`config.mk`:
```
export PLATFORM = sky130hd
export DESIGN_NAME = spi_xfer_ctrl
export DESIGN_NICKNAME = d
export VERILOG_FILES = /design/src/rtl/spi_xfer_ctrl.sv
export SDC_FILE = /design/constraint.sdc
export NUM_CORES = 1
export LEC_CHECK = 0
export CAP_MARGIN = 20
export CORE_AREA = 2 2 74 55
export DETAILED_ROUTE_END_ITERATION = 12
export DIE_AREA = 0 0 76 57
export GPL_TIMING_DRIVEN = 0
export PLACE_DENSITY_LB_ADDON = 0.2
export SYNTH_ARGS = -nofsm -noshare
export SYNTH_HDL_FRONTEND = slang
export SYNTH_SLANG_ARGS = --single-unit
```
`constraint.sdc`:
```
create_clock -name clock_i -period 3.75 [get_ports clock_i]
set_input_delay 0.75 -clock clock_i [delete_from_list [all_inputs] [get_ports clock_i]]
set_output_delay 0.75 -clock clock_i [all_outputs]
set_load 0.005 [all_outputs]
```
`src/rtl/spi_xfer_ctrl.sv`:
```
// ============================================================================
// spi_xfer_ctrl : word-level SPI mode-1 (CPOL=0, CPHA=1) master, MSB first,
//                 framing each word with CS_n setup/hold around spi_clk_gen SCLK.
// Optional macro SPI_LOOPBACK_EN adds loopback_i (sample MOSI instead of MISO).
// Revision: 1.0 - initial release
// ============================================================================
`default_nettype none

module spi_xfer_ctrl #(
  parameter int DATA_W          = 8,
  parameter int CS_SETUP_CYCLES = 4,
  parameter int CS_HOLD_CYCLES  = 4
) (
  input  logic              clock_i,
  input  logic              reset_i,
  input  logic              start_i,
  input  logic [DATA_W-1:0] tx_data_i,
  output logic              busy_o,
  output logic              done_o,
  output logic [DATA_W-1:0] rx_data_o,
  output logic              sclk_en_o,
  input  logic              sclk_i,
  output logic              CS_n_o,
  output logic              MOSI_o,
  input  logic              MISO_i
`ifdef SPI_LOOPBACK_EN
  ,
  input  logic              loopback_i
`endif
);

  localparam int BIT_W   = $clog2(DATA_W);
  localparam int DLY_MAX = (CS_SETUP_CYCLES > CS_HOLD_CYCLES) ? CS_SETUP_CYCLES : CS_HOLD_CYCLES;
  localparam int DLY_W   = (DLY_MAX > 1) ? $clog2(DLY_MAX) : 1;

  // Gray-sequenced so the decoded CS_n / sclk_en outputs change one state bit at a time
  localparam logic [1:0] ST_IDLE  = 2'b00;
  localparam logic [1:0] ST_SETUP = 2'b01;
  localparam logic [1:0] ST_SHIFT = 2'b11;
  localparam logic [1:0] ST_HOLD  = 2'b10;

  logic [1:0]        state;
  logic [1:0]        state_nxt;
  logic              sclk_q;
  logic              rise;
  logic              fall;
  logic              last_bit;
  logic              dly_zero;
  logic              sample_bit;
  logic [DLY_W-1:0]  dly_cnt;
  logic [BIT_W-1:0]  bit_cnt;
  logic [DATA_W-1:0] tx_sr;
  logic [DATA_W-1:0] rx_sr;
  logic [DATA_W-1:0] rx_data_r;
  logic              mosi_r;
  logic              done_r;

  assign rise     = sclk_i & ~sclk_q;
  assign fall     = ~sclk_i & sclk_q;
  assign last_bit = (bit_cnt == BIT_W'(DATA_W - 1));
  assign dly_zero = (dly_cnt == '0);

`ifdef SPI_LOOPBACK_EN
  assign sample_bit = loopback_i ? mosi_r : MISO_i;
`else
  assign sample_bit = MISO_i;
`endif

  always_ff @(posedge clock_i) begin
    if (reset_i) begin
      state <= ST_IDLE;
    end else begin
      state <= state_nxt;
    end
  end

  always_comb begin
    state_nxt = state;
    case (state)
      ST_IDLE:  if (start_i)         state_nxt = ST_SETUP;
      ST_SETUP: if (dly_zero)        state_nxt = ST_SHIFT;
      ST_SHIFT: if (fall && last_bit) state_nxt = ST_HOLD;
      ST_HOLD:  if (dly_zero)        state_nxt = ST_IDLE;
      default:                       state_nxt = ST_IDLE;
    endcase
  end

  // Framing outputs are pure state decodes; data outputs come straight from registers
  always_comb begin
    busy_o    = (state != ST_IDLE);
    CS_n_o    = (state == ST_IDLE);
    sclk_en_o = (state == ST_SHIFT);
    done_o    = done_r;
    MOSI_o    = mosi_r;
    rx_data_o = rx_data_r;
  end

  always_ff @(posedge clock_i) begin
    if (reset_i) begin
      sclk_q    <= 1'b0;
      dly_cnt   <= '0;
      bit_cnt   <= '0;
      tx_sr     <= '0;
      rx_sr     <= '0;
      rx_data_r <= '0;
      mosi_r    <= 1'b0;
      done_r    <= 1'b0;
    end else begin
      sclk_q <= sclk_i;
      done_r <= 1'b0;
      case (state)
        ST_IDLE: begin
          if (start_i) begin
            tx_sr   <= tx_data_i;
            bit_cnt <= '0;
            dly_cnt <= DLY_W'(CS_SETUP_CYCLES - 1);
          end
        end
        ST_SETUP: begin
          if (!dly_zero) dly_cnt <= dly_cnt - 1'b1;
        end
        ST_SHIFT: begin
          if (rise) begin
            mosi_r <= tx_sr[DATA_W-1];
            tx_sr  <= {tx_sr[DATA_W-2:0], 1'b0};
          end
          if (fall) begin
            rx_sr   <= {rx_sr[DATA_W-2:0], sample_bit};
            bit_cnt <= bit_cnt + 1'b1;
            if (last_bit) dly_cnt <= DLY_W'(CS_HOLD_CYCLES - 1);
          end
        end
        ST_HOLD: begin
          if (dly_zero) begin
            mosi_r    <= 1'b0;
            rx_data_r <= rx_sr;
            done_r    <= 1'b1;
          end else begin
            dly_cnt <= dly_cnt - 1'b1;
          end
        end
        default: ;
      endcase
    end
  end

endmodule

`default_nettype wire

```
==> out/metrics.cfg <==
[floorplan]
core_area_mm2 = 0.003685
ios = 26
fp.dieW_um = 76
rows = 19
dieArea_mm2 = 0.004332
fp.dieH_um = 57
initial_core_util_pct = 41.36

[critical_path]
startpoint_type = flop
worstPathArrival_ns = 1.59
critPathMostFrequentCell = inv_1
crit_family = buffers and inverters
reg2regPathDepth = 6
worst-setup-path-type = reg -> out
critPathCaptureType = output pin
critPathBufInv = 3
crit_slowest_cell = clkdlybuf4s50_1
cp_data_required_time_ns = 3.00
r2r-end = rx_data_o[1]
rrSetupSlack_ns = 2.06
cpPeakStageDelay_ns = 0.49
reg2reg_from = state[0]
path_cells = inv_1, ha_1, inv_1, clkdlybuf4s50_1
crit_fanout = 4

[sta]
setup-violations-final = 0
slew_violations = 0
worstMarginPinSlew_ns = 0.5280
max_freq_mhz = 426.9
finalHoldViolCount = 0
min_period_over_period_pct = 62.46
tns_ns = 0
slew_headroom_pct = 64.80
fin_skew_ns = 0.004909
fin_crit_ns = 2.342
rsz0062_at_grt = false

[pwr]
combPwrFrac_pct = 38.4
sw_frac_of_total_pct = 34.93
p_int_uw = 767.9
netSwitchingPower_uw = 412.2
worst_ir_drop_vdd_mv = 0.2474
pwr-share-seq_pct = 38.3
p_leak_nw = 0.7635
powerDensity_mw_per_mm2 = 613.2
clock_power_share_pct = 23.2

[synthesis]
netlist_area_mm2 = 0.001524
yosys_warnings = 0
post-synth-top-area-cell = dfxtp_1
yosys.area.top_type_share_pct = 44.66
syn_nets = 183
syn_inst = 162
avgSynthCellArea_um2 = 9.407
ys_seq_elements = 34
netlist-cell-type-count = 24
ys_top_cells_by_area = dfxtp_1, mux2i_1, ha_1
yosysSeqAreaShare_pct = 44.66

[job]
drv_cap = 0

[clock_network]
htreeDepth = 2
clk_pin_slew_worst_paths_ns = 0.07
clock_latency_ns = 0.27
cts_setup_buffers = 0
clock_path_buffers = 2
numCtsBuffers = 5
numClockSinks = 34
cts-resized-gates = 0
clock-root-buffer = clkbuf_8
cts_tree = done
ctsHoldBuffers = 0

[outcome]
status = finished, final reports clean

[final_layout]
area_growth_pct = 26.27
drive_gt1_share_pct = 9.278
final_util_pct = 52.22
num_antenna_cells = 0
nets = 214

[global_routing]
grt_pass1_vias = 1177
antenna_found_initial = 0
overflow = 0
grt_max_degree = 12
grtUsageTotal_pct = 14.93
grt_pass1_wl_um = 5154

[placement]
portBuffers = 24
finalWeightedCongestion = 0.7711
hpwlAfterDp_um = 2272

[hold_path]
worstHoldEndpoint = rx_data_o[5]
min-delay-start = rx_data_o[5]
whs_path_depth = 2
hp-class = reg -> reg

[drt]
drt_wl_total_um = 2928
first_pass_iters = 4
vias = 1205
drc_errors = 0
drt_first_iter_violations = 58
post_drt_wl_per_cell_um = 11.90
vias_per_cell = 4.898
drtAntennaViolNets = 0

## layout by cell type (no fill, tap or decap), types with 3 or more instances in the layout
cell type and n:
a211oi_1 6, a21oi_1 15, a311oi_1 3, clkbuf_1 5, clkbuf_8 6, clkdlybuf4s50_1 24, dfxtp_1 34, ha_1 8
inv_1 7, mux2i_1 20, nand2_1 10, nand2b_1 3, nand3_1 8, nand3b_1 3, nor2_1 21, nor2b_1 5
## cell families (layout without fill, tap and decap cells)
logic type      count (synthesis)  after routing  synth area share (%)
fa+ha+maj                       8              8                 6.568
compound gates                 30             30                 13.79
simple gates                   52             52                 15.85
buf+inv                        17             49                 5.091
flops                          34             34                 44.66
mux                            21             21                 14.04
## worst reg2reg max path: stages, from the launching register on
cell and delay [ns]:
dfxtp_1 0.34, inv_1 0.12, ha_1 0.24, clkbuf_1 0.37, nand2_1 0.29, nand2_1 0.13, a21oi_1 0.07
## power by group through the flow
stage | clock (mW) | combinational (mW) | sequential, mW
finish | 0.274 | 0.453 | 0.452
global route | 0.300 | 0.511 | 0.460
CTS | 0.284 | 0.458 | 0.453
detailed placement | 0 | 0.455 | 0.461
global placement | 0 | 0.437 | 0.456
floorplan | 0 | 0.334 | 0.452
## worst max path at each step
stage	cells after the start	slack (ns)	end	from
2_1_floorplan	4	2.21	dly_cnt[0]	sclk_i
3_3_place_gp	6	1.59	tx_sr[5]	sclk_i
3_5_place_dp	5	1.55	dly_cnt[1]	sclk_i
4_1_cts	4	1.39	busy_o	state[0]
5_1_grt	4	1.31	busy_o	state[0]
6_report	4	1.41	busy_o	state[0]
## routing by layer
layer / vias up / track usage, % / routed length [um] / share of wire [%]
li1: 618 / - / - / -
met1: 574 / 18.44 / 1416 / 48
met2: 11 / 25.13 / 1408 / 48
met3: 2 / 5.063 / 85 / 2.9
met4: 0 / 4.675 / 17 / 0.58
met5: - / 0 / 0 / 0
## state kept, by name (all words and copies together), names as in the netlist
signal     cells
sclk_q         1
state          2
rx_sr          8
MOSI_o         1
rx_data_o      8
done_o         1
dly_cnt        2
tx_sr          8
bit_cnt        3
## cell type report
cell class | count | area, um2
Buffer | 10 | 51.30
Clock inverter | 2 | 12.51
Multi-Input combinational cell | 111 | 765.7
Inverter | 7 | 26.28
Tap cell | 52 | 65.06
Clock buffer | 6 | 82.58
Timing Repair Buffer | 24 | 240.2
Fill cell | 354 | 1760
Sequential cell | 34 | 680.7
## metrics by stage
step / total power [mW] / cells / hold WS [ns] / setup WS (ns) / instance area, um2
floorplan: 0.7855 / 162 / 0.4432 / 2.214 / 1524
global placement: 0.8935 / 238 / 0.4482 / 1.591 / 1829
detailed placement: 0.9160 / 238 / 0.4493 / 1.553 / 1829
CTS: 1.195 / 246 / 0.4591 / 1.388 / 1924
global route: 1.271 / 246 / 0.4731 / 1.314 / 1924
finish: 1.180 / 246 / 0.4579 / 1.408 / 1924
## Yosys cell counts, drive strengths merged
library cell and number:
and2 2, buf 5, o21ai 1, dfxtp 34, a311oi 3, ha 8
nand3 8, nor2 21, inv 7, nand2 10, nand2b 3, clkbuf 5
nor2b 5, mux2i 21, a21oi 18, a211oi 8, nand3b 3
(Power assumes the default switching activity.)
